===== config.mk =====
export PLATFORM = sky130hd
export DESIGN_NAME = controle_senha
export DESIGN_NICKNAME = d
export VERILOG_FILES = /design/src/rtl/controle_senha_pkg.sv /design/src/rtl/controle_senha_lfsr7.sv /design/src/rtl/controle_senha.sv
export SDC_FILE = /design/constraint.sdc
export NUM_CORES = 1
export LEC_CHECK = 0
export ABC_AREA = 1
export CAP_MARGIN = 0
export CORE_MARGIN = 10
export CORE_UTILIZATION = 40
export CTS_CLUSTER_DIAMETER = 100
export DETAILED_ROUTE_END_ITERATION = 12
export HOLD_SLACK_MARGIN = 0.12
export PLACE_DENSITY = 0.69
export SLEW_MARGIN = 20
export SYNTH_ARGS = -nofsm -noshare
export SYNTH_HDL_FRONTEND = slang
export SYNTH_HIERARCHICAL = 1
export SYNTH_SLANG_ARGS = --single-unit

===== constraint.sdc =====
create_clock -name clk -period 1.5 [get_ports clk]
set_input_delay 0.3 -clock clk [delete_from_list [all_inputs] [get_ports clk]]
set_output_delay 0.3 -clock clk [all_outputs]
set_load 0.005 [all_outputs]

===== src/rtl/controle_senha_pkg.sv =====
// Shared definitions for the password-guessing game control stage.
package controle_senha_pkg;

  localparam int unsigned SenhaW = 7;
  localparam int unsigned RestW  = 4;
  localparam logic [SenhaW-1:0] SeedDefault = 7'h5A;

  typedef enum logic [1:0] {
    Ocioso  = 2'd0,
    Aguarda = 2'd1,
    Compara = 2'd2,
    Fim     = 2'd3
  } estado_t;

  // Fibonacci step for x^7 + x^6 + 1 (taps at bits 6 and 5)
  function automatic logic [SenhaW-1:0] lfsr_next(input logic [SenhaW-1:0] v);
    return {v[SenhaW-2:0], v[6] ^ v[5]};
  endfunction

  // An all-zero seed would lock the LFSR, so substitute 1
  function automatic logic [SenhaW-1:0] seed_valida(input logic [SenhaW-1:0] s);
    return (s == '0) ? SenhaW'(1) : s;
  endfunction

endpackage


===== src/rtl/controle_senha_lfsr7.sv =====
// Free-running 7-bit maximal-length LFSR; output is never zero.
module controle_senha_lfsr7
  import controle_senha_pkg::*;
#(
  parameter logic [SenhaW-1:0] SEED = SeedDefault
) (
  input  logic              clk,
  input  logic              reset,
  output logic [SenhaW-1:0] valor
);

  localparam logic [SenhaW-1:0] SeedEff = seed_valida(SEED);

  logic [SenhaW-1:0] lfsr_q;

  // Shift every cycle regardless of game state
  always_ff @(posedge clk or negedge reset) begin
    if (!reset) begin
      lfsr_q <= SeedEff;
    end else begin
      lfsr_q <= lfsr_next(lfsr_q);
    end
  end

  assign valor = lfsr_q;

endmodule


===== src/rtl/controle_senha.sv =====
// Game control: password generation, guess capture/compare, attempt tracking.
module controle_senha
  import controle_senha_pkg::*;
#(
  parameter int unsigned       MAX_TENTATIVAS = 8,
  parameter logic [SenhaW-1:0] LFSR_SEED      = SeedDefault
) (
  input  logic              clk,
  input  logic              reset,
  input  logic              iniciar,
  input  logic              confirmar,
  input  logic [SenhaW-1:0] chave,
  output logic [SenhaW-1:0] senha_oculta,
  output logic [SenhaW-1:0] tentativa,
  output logic [SenhaW-1:0] cont,
  output logic              set,
  output logic              acertou,
  output logic              perdeu,
  output logic [RestW-1:0]  restantes
);

  localparam logic [RestW-1:0] MaxRest = MAX_TENTATIVAS[RestW-1:0];

  estado_t           estado_q, estado_d;
  logic [SenhaW-1:0] senha_q, senha_d;
  logic [SenhaW-1:0] tent_q, tent_d;
  logic [SenhaW-1:0] cont_q;
  logic              set_q, set_d;
  logic              acertou_q, acertou_d;
  logic              perdeu_q, perdeu_d;
  logic [RestW-1:0]  rest_q, rest_d;
  logic              ini_hist_q, conf_hist_q;
  logic              ini_ev, conf_ev;
  logic [RestW-1:0]  rest_dec;
  logic [SenhaW-1:0] lfsr_val;

  controle_senha_lfsr7 #(
    .SEED (LFSR_SEED)
  ) u_lfsr (
    .clk   (clk),
    .reset (reset),
    .valor (lfsr_val)
  );

  assign ini_ev   = iniciar & ~ini_hist_q;
  assign conf_ev  = confirmar & ~conf_hist_q;
  assign rest_dec = rest_q - 1'b1;

  // Next-state and output-register logic for the game FSM
  always_comb begin
    estado_d  = estado_q;
    senha_d   = senha_q;
    tent_d    = tent_q;
    set_d     = 1'b0;
    acertou_d = acertou_q;
    perdeu_d  = perdeu_q;
    rest_d    = rest_q;

    // A start request wins everywhere except mid-compare, where it is dropped
    if (ini_ev && (estado_q != Compara)) begin
      senha_d   = lfsr_val;
      rest_d    = MaxRest;
      acertou_d = 1'b0;
      perdeu_d  = 1'b0;
      estado_d  = Aguarda;
    end else begin
      case (estado_q)
        Aguarda: begin
          if (conf_ev) begin
            tent_d   = chave;
            estado_d = Compara;
          end
        end
        Compara: begin
          if (tent_q == senha_q) begin
            acertou_d = 1'b1;
            estado_d  = Fim;
          end else begin
            // Losing guess still pulses set so its hint is shown
            set_d  = 1'b1;
            rest_d = rest_dec;
            if (rest_dec == '0) begin
              perdeu_d = 1'b1;
              estado_d = Fim;
            end else begin
              estado_d = Aguarda;
            end
          end
        end
        Ocioso, Fim: begin
          estado_d = estado_q;
        end
        default: begin
          estado_d = Ocioso;
        end
      endcase
    end
  end

  // State, output registers, edge history and free-running counter
  always_ff @(posedge clk or negedge reset) begin
    if (!reset) begin
      estado_q    <= Ocioso;
      senha_q     <= '0;
      tent_q      <= '0;
      cont_q      <= '0;
      set_q       <= 1'b0;
      acertou_q   <= 1'b0;
      perdeu_q    <= 1'b0;
      rest_q      <= '0;
      ini_hist_q  <= 1'b0;
      conf_hist_q <= 1'b0;
    end else begin
      estado_q    <= estado_d;
      senha_q     <= senha_d;
      tent_q      <= tent_d;
      cont_q      <= cont_q + 1'b1;
      set_q       <= set_d;
      acertou_q   <= acertou_d;
      perdeu_q    <= perdeu_d;
      rest_q      <= rest_d;
      ini_hist_q  <= iniciar;
      conf_hist_q <= confirmar;
    end
  end

  assign senha_oculta = senha_q;
  assign tentativa    = tent_q;
  assign cont         = cont_q;
  assign set          = set_q;
  assign acertou      = acertou_q;
  assign perdeu       = perdeu_q;
  assign restantes    = rest_q;

endmodule


Word level (Yosys, flattened, before mapping)
Cells that the tools add are included.
{"block": "op_classes", "add_sub_neg": 2, "n_eq_ne": 8, "n_mux": 18, "bitwise": 6, "reduce_logical": 12}
{"op": "two-way mux 4 bit", "n": 3}
{"op": "two-way mux 1 bit", "n": 10}
{"op": "two-way mux 2 bit", "n": 4}
{"op": "adder 7 x 1 -> 7 bit (second input constant)", "n": 1}
{"op": "== test 7 bit", "n": 1}
{"op": "inequality test 2 bit (second input constant)", "n": 3}
{"op": "AND reduction 2 bit", "n": 3}
{"op": "AND reduction 3 bit", "n": 2}
{"op": "nonzero test 2 bit", "n": 3}
{"op": "== test 2 bit (second input constant)", "n": 2}
{"op": "zero test 4 bit", "n": 1}
{"op": "one-hot mux 2 bit (2 select lines)", "n": 1}
{"op": "subtractor 4 x 1 -> 4 bit (second input constant)", "n": 1}
{"op": "inequality test 3 bit (second input constant)", "n": 1}
{"op": "inverter 1 bit", "n": 3}
{"op": "AND 1 bit", "n": 2}
{"op": "== test 2 x 1 -> 1 bit (second input constant)", "n": 1}
{"op": "zero test 2 bit", "n": 1}
{"op": "OR reduction 2 bit", "n": 1}
{"op": "logical AND 1 bit", "n": 1}
{"op": "bitwise XOR 1 bit", "n": 1}
{"block": "word_totals", "reg_bits": 39, "input_bits": 11, "output_inout_bits": 28, "elab_cells": 57}

Depth between registers and ports, before layout
{"block": "logic_depth", "depth_word": 6, "depth_mapped": 10, "depth_no_buf": 10}

By module
The synthesis kept the hierarchy.
{"mod": "controle_senha", "instances": 1, "cells_each": 170, "area_per_inst_um2": 1478.9, "seq_area_each_um2": 800.8}
{"mod": "controle_senha_lfsr7", "instances": 1, "cells_each": 12, "area_per_inst_um2": 198.9, "seq_area_each_um2": 180.2}

Worst setup path after synthesis
OpenSTA, ideal clock, no wires.
{"block": "synth_path", "path_kind": "register to register", "start": "reg estado_q[0]", "end": "reg tent_q[5] (netlist: tentativa[5])", "setup_time_ps": 73, "arrival_ps": 1379, "required_ps": 1427, "path_slack_ps": 48, "stages_incl_launch_ff": 9, "path_buffers": 1, "period_less_slack_ps": 1452, "path_cell_list": "dfrtp_1 inv_1 ha_1 nor3_4 inv_4 nand3_4 buf_6 nor2_1 a21oi_2"}
{"block": "synth_between", "elab_chain_cells": 4, "elab_cells_between_ends": 5, "cone_classes": "eq/ne: 2; bitwise: 1; reduce/logical: 2"}
{"element": "from (decl)", "line": "controle_senha.sv:24", "text": "estado_t estado_q, estado_d;"}
{"element": "from (signal assigned)", "line": "controle_senha.sv:103", "text": "estado_q <= Ocioso;"}
{"element": "from (signal assigned)", "line": "controle_senha.sv:114", "text": "estado_q <= estado_d;"}
{"element": "inequality test 2 bit", "line": "controle_senha.sv:60", "text": "if (ini_ev && (estado_q != Compara)) begin"}
{"element": "logical AND 1 bit", "line": "controle_senha.sv:60"}
{"element": "inverter 1 bit (no source line)"}
{"element": "AND reduction 3 bit (no source line) (*)"}
{"element": "to (signal assigned)", "line": "controle_senha.sv:116", "text": "tent_q <= tent_d;"}
{"element": "to (decl)", "line": "controle_senha.sv:26", "text": "logic [SenhaW-1:0] tent_q, tent_d;"}
Mark *: on every way between the ends. The rest lies on a longest branch, timed or not.
A chain may end at the register's enable or synchronous reset.

Worst setup path after layout
{"block": "layout_path", "start": "reg cont_q[3] (netlist: cont[3])", "end": "out cont[3]"}
{"element": "from (decl)", "line": "controle_senha.sv:27", "text": "logic [SenhaW-1:0] cont_q;"}
{"element": "from (signal assigned)", "line": "controle_senha.sv:117", "text": "cont_q <= cont_q + 1'b1;"}
{"element": "to (decl)", "line": "controle_senha.sv:15", "text": "output logic [SenhaW-1:0] cont,"}
No word-level cell between the ends.

==> results.cfg <==
[worst_setup_path]
ff2ff_setup_slack_ns = 0.11
path_class = flip-flop to output port
crit_start = cont[3]$_DFF_PN0_
critPathRequiredTime_ns = 1.20
path_delay_family = buffers and inverters
worstPathArrival_ns = 1.16
slowest_stage = clkdlybuf4s50_1
cp-start-kind = flip-flop
crit_path_end = cont[3]
crit_buf_inv = 1
r2r_start = restantes[0]$_DFFE_PN0P_
cpPeakStageDelay_ns = 0.51
r2r-end = perdeu$_DFFE_PN0P_
worstSetupPathDepth = 1
cp-end-kind = output port
crit_fanout = 2
path_cells = clkdlybuf4s50_1
reg2reg_depth = 7

[drt]
ant_nets = 0
dr_wl_met2_mm = 1.785
dr.pass1.iters = 4
vias = 1366
post_drt_wl_per_cell_um = 12.38
top_layer_used = met4
met3WireLength_um = 264
route.detailed.drc = 0
drt-met1-wl_mm = 1.606
drt_wl_total_mm = 3.714
vias_per_cell = 4.553
drt_iter0_markers = 69

[sta]
slew_headroom_pct = 74.43
drv_slew = 0
fin_skew_ns = 0.004487
timing.hold.ws_ns = 0.3735
finalCriticalPeriod_ns = 1.459
setup_viol = 0
final_hold_viol_count = 0
max_freq_mhz = 685.5
worst_slack_ns = 0.04120
rsz0062_at_grt = false
worst_slew_pin_slew_ns = 0.3836
fin_crit_sh_pct = 97.25

[job]
cap_violations = 0

[run_status]
status = completed

[logic_synthesis]
syn_area_sq_um = 1678
ys_seq_area_share_pct = 58.46
synth_cell_types = 18
avgSynthCellArea_sq_um = 9.219
yosys_warnings = 6
synth.net_count = 198
syn-instance-count = 182
synth_seq_cells = 39

[clock_network]
cts_buffer_depth = 2
cts-root-buf = clkbuf_8
insertion_delay_ns = 0.29
htreeDepth = 2
cts_tree = built
cts_buffers = 5
numClockSinks = 39
cts.clk_slew.worst_paths_ns = 0.08

[layout]
area_growth_pct = 47.13
n_antenna_cell = 0
design_area_sq_um = 2469
n_fill_cell = 371
finalNetCount = 265
drive_gt1_share_pct = 18.00

[pwr]
peakVddDrop_mv = 0.9426
p_per_area_nw_per_um2 = 1489
p_leak_nw = 1.420

[global_route]
grt_pass1_vias = 1411
track_usage_pct = 11.03
antenna_found_initial = 0
grt_max_degree = 25
grt_pass1_wl_mm = 6.513
grt.overflow.total = 0

[floorplan]
dieWidth_um = 84.77
die-area_sq_um = 7185
initial_core_util_pct = 41.65
die_y_um = 84.77
fp-row-count = 23
io_pins = 39
core-area_sq_um = 4029

[place]
postPlaceCellArea_sq_um = 2185
pre_cts_ws_ns = -0.07973
gp_congestion = 0.7742
post-dp-hpwl_mm = 2.635
numPortBuffers = 38

[hold_path]
holdCritPathClass = flip-flop to flip-flop
whs_path_depth = 0
-- layer usage --
metal  vias up  GRT usage, %
li1        695             -
met1       627         12.44
met2        37         17.71
met3         7         5.024
met4         0         4.491
met5         -             0
-- layout by cell type (no fill, tap or decap) --
cell and n:
o21ai_0 10, dlygate4sd3_1 1, nor3_4 1, nand2_2 2
nand3_4 1, buf_2 1, clkdlybuf4s50_1 17, dfstp_2 4
nand3_1 9, nor2_2 2, ha_1 5, dfrtp_1 35
clkinv_4 1, inv_4 1, xnor2_2 1, a21oi_1 8
nand4_1 2, nand2_1 48, xnor2_1 2, clkbuf_8 5
clkinv_2 1, a21oi_2 1, bufinv_16 1, dlymetal6s2s_1 15
inv_1 31, buf_12 2, nor2_1 13, dlygate4sd2_1 5
xor2_1 4, buf_4 21
-- worst reg2reg max path, stage by stage (launching register included) --
cell and delay [ns]:
dfrtp_1 0.39, inv_1 0.10, ha_1 0.24, xnor2_2 0.18, nand2_2 0.08, nor2_2 0.11, nand3_1 0.09, a21oi_1 0.13
-- Yosys cell counts, drive strengths merged --
| cell type | n | area (sq um) |
|---|---|---|
| a21oi | 9 | 48.80 |
| buf | 2 | 16.26 |
| dfrtp | 35 | 875.8 |
| dfstp | 4 | 105.1 |
| ha | 5 | 62.56 |
| inv | 32 | 122.6 |
| nand2 | 50 | 187.7 |
| nand3 | 10 | 62.56 |
| nand4 | 2 | 12.51 |
| nor2 | 15 | 56.30 |
| nor3 | 1 | 16.27 |
| o21ai | 10 | 50.05 |
| xnor2 | 3 | 26.28 |
| xor2 | 4 | 35.03 |
-- timing repair --
action | CTS | global route
hold buffers | 1 | 0
setup buffers | 14 | 1
hold endpoints to repair | 15 | 0
gates resized for setup | 5 | 20
pin swaps | 0 | 2
endpoints found under the setup margin | 16 | 28
-- state kept, by name, indices dropped and copies added, names as in the netlist --
| name | count |
|---|---|
| cont | 7 |
| senha_oculta | 7 |
| tentativa | 7 |
| u_lfsr/valor | 7 |
| restantes | 4 |
| estado_q | 2 |
| acertou | 1 |
| conf_hist_q | 1 |
| ini_hist_q | 1 |
| perdeu | 1 |
| set | 1 |
-- layout make-up --
class	instances	area [sq um]	share of cell area [%]
flip-flops and latches	39	980.9	39.74
repair buffers	62	614.3	24.89
multi-input cells	109	575.6	23.31
inverters	32	122.6	4.967
clock buffers	5	68.82	2.788
well taps	50	62.56	2.534
clock inverters	3	43.79	1.774
-- per-stage QoR --
stage                     setup TNS [ns]  power, mW  instances  util, %
after floorplan                        0      2.074        182        -
after global placement           -0.1219      2.665        276    54.22
after detailed placement         -0.4499      2.694        276    54.22
after CTS                              0      3.665        299    59.72
after global routing                   0      3.980        300    61.27
final                                  0      3.675        300    61.27
-- worst min-delay path by stage --
stage	startpoint	end	slack, ns
after detailed placement	reset	tentativa[1]$_DFFE_PN0P_	0.24
after CTS	u_lfsr/valor[3]$_DFF_PN1_	u_lfsr/valor[4]$_DFF_PN1_	0.38
final	u_lfsr/valor[3]$_DFF_PN1_	u_lfsr/valor[4]$_DFF_PN1_	0.37
after global routing	u_lfsr/valor[3]$_DFF_PN1_	u_lfsr/valor[4]$_DFF_PN1_	0.38
after floorplan	reset	acertou$_DFFE_PN0P_	0.004
after global placement	reset	tentativa[1]$_DFFE_PN0P_	0.24
-- cell families (layout without fill, tap and decap cells) --
group	count (synthesis)	in the layout	share of synthesized area, %
simple gates	78	78	19.98
flops	39	39	58.46
buf+inv	34	102	8.277
compound gates	19	19	5.891
xor+xnor	7	7	3.654
fa+ha+maj	5	5	3.729
-- power breakdown --
part / switching (mW) / internal (mW) / total (mW) / leakage (nW)
registers: 0.113 / 1.24 / 1.35 / 0.480
logic: 0.711 / 0.743 / 1.45 / 0.882
clock network: 0.372 / 0.495 / 0.867 / 0.0581
total: 1.20 / 2.48 / 3.68 / 1.42
Power figures use the tool's default switching activity.
